$ cat src/rtl/apb_bridge_nslv.sv
// APB master bridge: host command -> APB SETUP/ACCESS towards NUM_SLV one-hot selected slaves.
// Optional access timeout enabled by defining APB_TIMEOUT_EN.
module apb_bridge_nslv #(
    parameter int unsigned ADDR_W  = 9,
    parameter int unsigned DATA_W  = 8,
    parameter int unsigned NUM_SLV = 2,
    parameter int unsigned TIMEOUT = 16
) (
    input  logic                      PCLK,
    input  logic                      PRESETn,
    input  logic                      transfer,
    input  logic                      READ_WRITE,
    input  logic [ADDR_W-1:0]         write_paddr,
    input  logic [ADDR_W-1:0]         read_paddr,
    input  logic [DATA_W-1:0]         write_data,
    output logic [NUM_SLV-1:0]        PSEL,
    output logic                      PENABLE,
    output logic [ADDR_W-1:0]         PADDR,
    output logic                      PWRITE,
    output logic [DATA_W-1:0]         PWDATA,
    input  logic [NUM_SLV*DATA_W-1:0] PRDATA,
    input  logic [NUM_SLV-1:0]        PREADY,
    input  logic [NUM_SLV-1:0]        PSLVERR_S,
    output logic [DATA_W-1:0]         read_data,
    output logic                      PSLVERR,
    output logic                      done,
    output logic                      busy
);

    localparam int unsigned SEL_W = $clog2(NUM_SLV);

    if (NUM_SLV < 2 || NUM_SLV > 16 || ADDR_W < SEL_W || TIMEOUT < 1) begin : g_bad_param
        $error("apb_bridge_nslv: unsupported parameter set");
    end

    typedef enum logic [1:0] {
        ST_IDLE,
        ST_SETUP,
        ST_ACCESS
    } state_t;

    state_t state, state_nxt;

    logic [ADDR_W-1:0]  new_addr;
    logic [SEL_W-1:0]   new_idx;
    logic [NUM_SLV-1:0] new_psel;
    logic               sel_ready;
    logic               sel_err;
    logic [DATA_W-1:0]  sel_rdata;
    logic               dec_err;
    logic               tmo;
    logic               complete;
    logic               capture;

    logic [NUM_SLV-1:0] psel_d;
    logic               penable_d;
    logic [ADDR_W-1:0]  paddr_d;
    logic               pwrite_d;
    logic [DATA_W-1:0]  pwdata_d;
    logic [DATA_W-1:0]  read_data_d;
    logic               pslverr_d;
    logic               busy_d;

    // Out-of-range index matches no slave, leaving new_psel all-zero (decode error).
    always_comb begin
        new_addr = READ_WRITE ? read_paddr : write_paddr;
        new_idx  = new_addr[ADDR_W-1 -: SEL_W];
        new_psel = '0;
        for (int unsigned i = 0; i < NUM_SLV; i++) begin
            new_psel[i] = (32'(new_idx) == i);
        end
    end

    // Registered PSEL doubles as the return-path mux select; empty PSEL means decode error.
    always_comb begin
        sel_rdata = '0;
        for (int unsigned i = 0; i < NUM_SLV; i++) begin
            if (PSEL[i]) begin
                sel_rdata = sel_rdata | PRDATA[i*DATA_W +: DATA_W];
            end
        end
        sel_ready = |(PREADY & PSEL);
        sel_err   = |(PSLVERR_S & PSEL);
        dec_err   = ~|PSEL;
    end

`ifdef APB_TIMEOUT_EN
    localparam int unsigned CNT_W = $clog2(TIMEOUT) + 1;

    logic [CNT_W-1:0] tmo_cnt;

    always_ff @(posedge PCLK) begin
        if (!PRESETn) begin
            tmo_cnt <= '0;
        end else if (state == ST_SETUP) begin
            tmo_cnt <= '0;
        end else if (state == ST_ACCESS && !sel_ready) begin
            tmo_cnt <= tmo_cnt + CNT_W'(1);
        end
    end

    assign tmo = (state == ST_ACCESS) && !dec_err && !sel_ready &&
                 (tmo_cnt == CNT_W'(TIMEOUT - 1));
`else
    assign tmo = 1'b0;
`endif

    assign complete = (state == ST_ACCESS) && (sel_ready || dec_err || tmo);
    assign capture  = transfer && ((state == ST_IDLE) || complete);

    always_comb begin
        state_nxt = state;
        case (state)
            ST_IDLE:   if (transfer) state_nxt = ST_SETUP;
            ST_SETUP:  state_nxt = ST_ACCESS;
            ST_ACCESS: if (complete) state_nxt = transfer ? ST_SETUP : ST_IDLE;
            default:   state_nxt = ST_IDLE;
        endcase
    end

    always_comb begin
        psel_d      = PSEL;
        paddr_d     = PADDR;
        pwrite_d    = PWRITE;
        pwdata_d    = PWDATA;
        read_data_d = read_data;
        pslverr_d   = PSLVERR;
        penable_d   = (state_nxt == ST_ACCESS);
        busy_d      = (state_nxt != ST_IDLE);

        if (complete) begin
            psel_d    = '0;
            pslverr_d = dec_err | tmo | sel_err;
            if (!PWRITE && !dec_err && !tmo) begin
                read_data_d = sel_rdata;
            end
        end

        if (capture) begin
            psel_d   = new_psel;
            paddr_d  = new_addr;
            pwrite_d = ~READ_WRITE;
            if (!READ_WRITE) begin
                pwdata_d = write_data;
            end
        end
    end

    always_ff @(posedge PCLK) begin
        if (!PRESETn) begin
            state <= ST_IDLE;
        end else begin
            state <= state_nxt;
        end
    end

    always_ff @(posedge PCLK) begin
        if (!PRESETn) begin
            PSEL      <= '0;
            PENABLE   <= 1'b0;
            PADDR     <= '0;
            PWRITE    <= 1'b0;
            PWDATA    <= '0;
            read_data <= '0;
            PSLVERR   <= 1'b0;
            done      <= 1'b0;
            busy      <= 1'b0;
        end else begin
            PSEL      <= psel_d;
            PENABLE   <= penable_d;
            PADDR     <= paddr_d;
            PWRITE    <= pwrite_d;
            PWDATA    <= pwdata_d;
            read_data <= read_data_d;
            PSLVERR   <= pslverr_d;
            done      <= complete;
            busy      <= busy_d;
        end
    end

endmodule

$ cat config.mk
export PLATFORM = sky130hd
export DESIGN_NAME = apb_bridge_nslv
export DESIGN_NICKNAME = d
export VERILOG_FILES = /design/src/rtl/apb_bridge_nslv.sv
export SDC_FILE = /design/constraint.sdc
export NUM_CORES = 1
export LEC_CHECK = 0
export CAP_MARGIN = 25
export CORE_MARGIN = 5
export CORE_UTILIZATION = 30
export CTS_BUF_LIST = sky130_fd_sc_hd__clkbuf_4 sky130_fd_sc_hd__clkbuf_8 sky130_fd_sc_hd__clkbuf_16
export DETAILED_ROUTE_END_ITERATION = 10
export PLACE_DENSITY = 0.67
export SYNTH_ARGS = -nofsm -noshare
export SYNTH_HDL_FRONTEND = slang
export SYNTH_SLANG_ARGS = --single-unit
$ cat constraint.sdc
create_clock -name PCLK -period 1.9 [get_ports PCLK]
set_input_delay 0.19 -clock PCLK [delete_from_list [all_inputs] [get_ports PCLK]]
set_output_delay 0.19 -clock PCLK [all_outputs]
set_load 0.02 [all_outputs]
==> impl_metrics.py <==
metrics = {
    "status": {
        "run_status": "complete, no violations",
    },
    "logic_synthesis": {
        "synth_warnings": 0,
        "synthArstFlopShare": 0,
        "synth.distinct_cells": 29,
        "synth_area_leader_cell": "dfxtp_1",
        "synthAdderAreaFrac": 0,
        "synth.avg_cell_area_um2": 9.52,
        "synth_compound_area_frac": 0.246,
        "synthMuxAreaShare": 0.160,
        "synth_area_leaders": "dfxtp_1, mux2i_1, nand2_1, a22o_1, a2111oi_0",
        "synth_top_family_by_area": "compound AO/OA/AOI/OAI gates",
        "synth_area_mm2": 0.00157,
        "yosys.area_share.simple": 0.110,
        "synth_flop_cell": "dfxtp_1",
        "synthCells": 165,
        "netlist.area_leader.share": 0.433,
        "syn_nets": 215,
        "ys_ff_latch": 34,
        "seq_area_frac_synth": 0.433,
        "synth_edf_count": 0,
        "synth_xor_area_frac": 0.00557,
    },
    "placed_design": {
        "dpl.hpwl_um": 3330,
        "dpl-instance-area_mm2": 0.00250,
        "place_inst": 313,
        "gp_congestion": 0.780,
        "io_buffer_count": 81,
    },
    "drt": {
        "antenna_left": 0,
        "drt_first_pass_iters": 4,
        "drc": 0,
        "vias": 1543,
        "drt_wl_total_um": 4430,
        "viasPerCell": 4.82,
        "wire_per_inst_um": 13.9,
        "drt_iter0_drc": 76,
    },
    "layout": {
        "diodes": 0,
        "fin_nets": 300,
        "layout_commonest_cell": "clkdlybuf4s50_1",
        "syn2layout_area_growth_pct": 64.3,
        "drive_gt1_frac": 0.0960,
        "final_cell_mix": "clkdlybuf4s50_1, dfxtp_1, nand2_1",
        "fin_cells": 320,
        "stdcell_area_mm2": 0.00258,
    },
    "global_routing": {
        "antenna_found_initial": 0,
        "grt_max_degree": 45,
        "grt_util_met3": 0.0553,
        "grt.total_usage": 0.133,
        "grt_pass1_wl_um": 6840,
        "overflow": 0,
        "grtUsageMet2": 0.202,
        "grt_pass1_vias": 1491,
        "grtUsageMet1": 0.164,
        "busiest_layer": "met2",
    },
    "clock_tree": {
        "clock_tree.buffer_depth": 2,
        "root_buffer": "clkbuf_8",
        "htreeDepth": 2,
        "cts_buffers": 5,
        "clock-sinks": 34,
        "clkTransAtPathRegs_ps": 60,
        "insertion_delay_ps": 280,
        "cts_setup_buffers": 0,
        "hold_buffers": 0,
        "cts_tree": "built",
        "cts-resized-gates": 0,
    },
    "critical_path": {
        "start_kind": "flip-flop",
        "ff2ff_path_depth": 4,
        "worst_r2r_startpoint": "PSEL[1]",
        "slowest_delay_ps": 570,
        "arrival_ps": 1800,
        "crit_chain": "a22oi_1 -> buf_4 -> or3_1 -> mux2i_1",
        "reg2reg_slack_ps": 240,
        "critPathMaxFanout": 12,
        "critical_path_required_ps": 2050,
        "critPathKind": "flip-flop to flip-flop",
        "cp_slowest_cell": "or3_1",
        "reg2reg_to": "read_data[5]",
        "worstSetupEndpointType": "flip-flop",
    },
    "floorplanning": {
        "ioPinCount": 82,
        "dieWidth_um": 82.4,
        "die_height_um": 82.4,
        "rows": 26,
        "die_area_mm2": 0.00679,
        "core_area_mm2": 0.00511,
        "initial_core_util": 0.308,
    },
    "timing": {
        "skew_ps": 3.31,
        "max_slew_margin": 0.699,
        "fin_crit_ps": 1660,
        "worst_pin_slew_ps": 440,
        "fmax_mhz": 604,
        "finalSetupTns_ps": 0,
        "hold_violations": 0,
        "fin_crit_sh": 0.872,
        "hold-worst-slack_ps": 454,
        "setup_violations": 0,
        "maxSlewViolCount": 0,
        "rsz0062_at_grt": "no",
    },
    "pwr": {
        "power.internal_w": 0.00128,
        "comb_power_share": 0.248,
        "clkPwrFrac": 0.299,
        "ir_drop_mv": 0.286,
        "p_switching_w": 0.000454,
        "swShare": 0.262,
        "pwr-share-seq": 0.453,
        "power.density_mw_per_mm2": 671,
        "p_leak_nw": 1.04,
    },
    "hold_path": {
        "hold_path.class": "flip-flop to flip-flop",
        "min_path_cells": 2,
        "hold_start": "PWDATA[2]",
        "hold_end": "PWDATA[2]",
    },
    "job": {
        "cap_violations": 0,
    },
}
## Yosys cell counts (all sizes together), types with 3 or more instances
master / n
nor2: 4
nand2: 32
a31o: 5
o211ai: 5
inv: 3
a2111oi: 6
a211oi: 6
a21oi: 3
a22o: 9
mux2i: 24
buf: 3
clkbuf: 10
o211a: 4
o21ai: 3
dfxtp: 34
## power by group through the flow
stage	Clock (W)	Combinational (W)	Sequential (W)
after global routing	0.000590	0.000463	0.000789
after CTS	0.000545	0.000435	0.000784
after global placement	0	0.000431	0.000799
after floorplan	0	0.000155	0.000842
final	0.000518	0.000429	0.000784
after detailed placement	0	0.000433	0.000799
## stage by stage
stage               utilization  total power, W  setup WS (ps)
floorplan                     -        0.000997            391
global placement          0.489         0.00123           19.2
detailed placement        0.489         0.00123           4.05
CTS                       0.505         0.00176            255
global route              0.505         0.00184            162
finish                    0.505         0.00173            244
## critical path, delay by kind of cell, from the launching register on
kind	cells	cell delay (ps)
AND/OR/NAND/NOR	1	570
flip-flops	1	470
buffers and inverters	1	190
multiplexers	1	190
AO/OA/AOI/OAI	1	100
## state kept, by name (all words and copies together), names as in the netlist
name       flops
PWRITE         1
PWDATA         8
PSLVERR        1
done           1
state          2
read_data      8
PSEL           2
PENABLE        1
PADDR          9
busy           1
## final cells by class
| type | count | area [µm²] |
|---|---|---|
| sequential | 34 | 681 |
| clock buffer | 7 | 83.8 |
| tap | 70 | 87.6 |
| inverter | 3 | 11.3 |
| timing repair buffer | 91 | 898 |
| multi-input combinational | 115 | 820 |
| fill | 505 | 2530 |
## how the worst max path moves through the flow
stage                         to  startpoint
floorplan           read_data[0]     PSEL[0]
global placement    read_data[7]   PREADY[0]
detailed placement  read_data[4]   PREADY[0]
CTS                 read_data[5]     PSEL[1]
global route        read_data[7]     PSEL[1]
finish              read_data[5]     PSEL[1]
## routing by layer
layer / part of all wire / vias up
met2: 0.44 / 62
met5: 0 / -
met1: 0.44 / 703
met3: 0.11 / 7
met4: 0.013 / 0
li1: - / 771
## cell families (layout without fill, tap and decap cells)
kind of cell,Yosys count,in the layout
buf+inv,16,101
mux,25,25
xor+xnor,1,1
compound gates,47,47
flops,34,34
simple gates,42,42
Note: power is estimated with default switching activity, not from simulation.
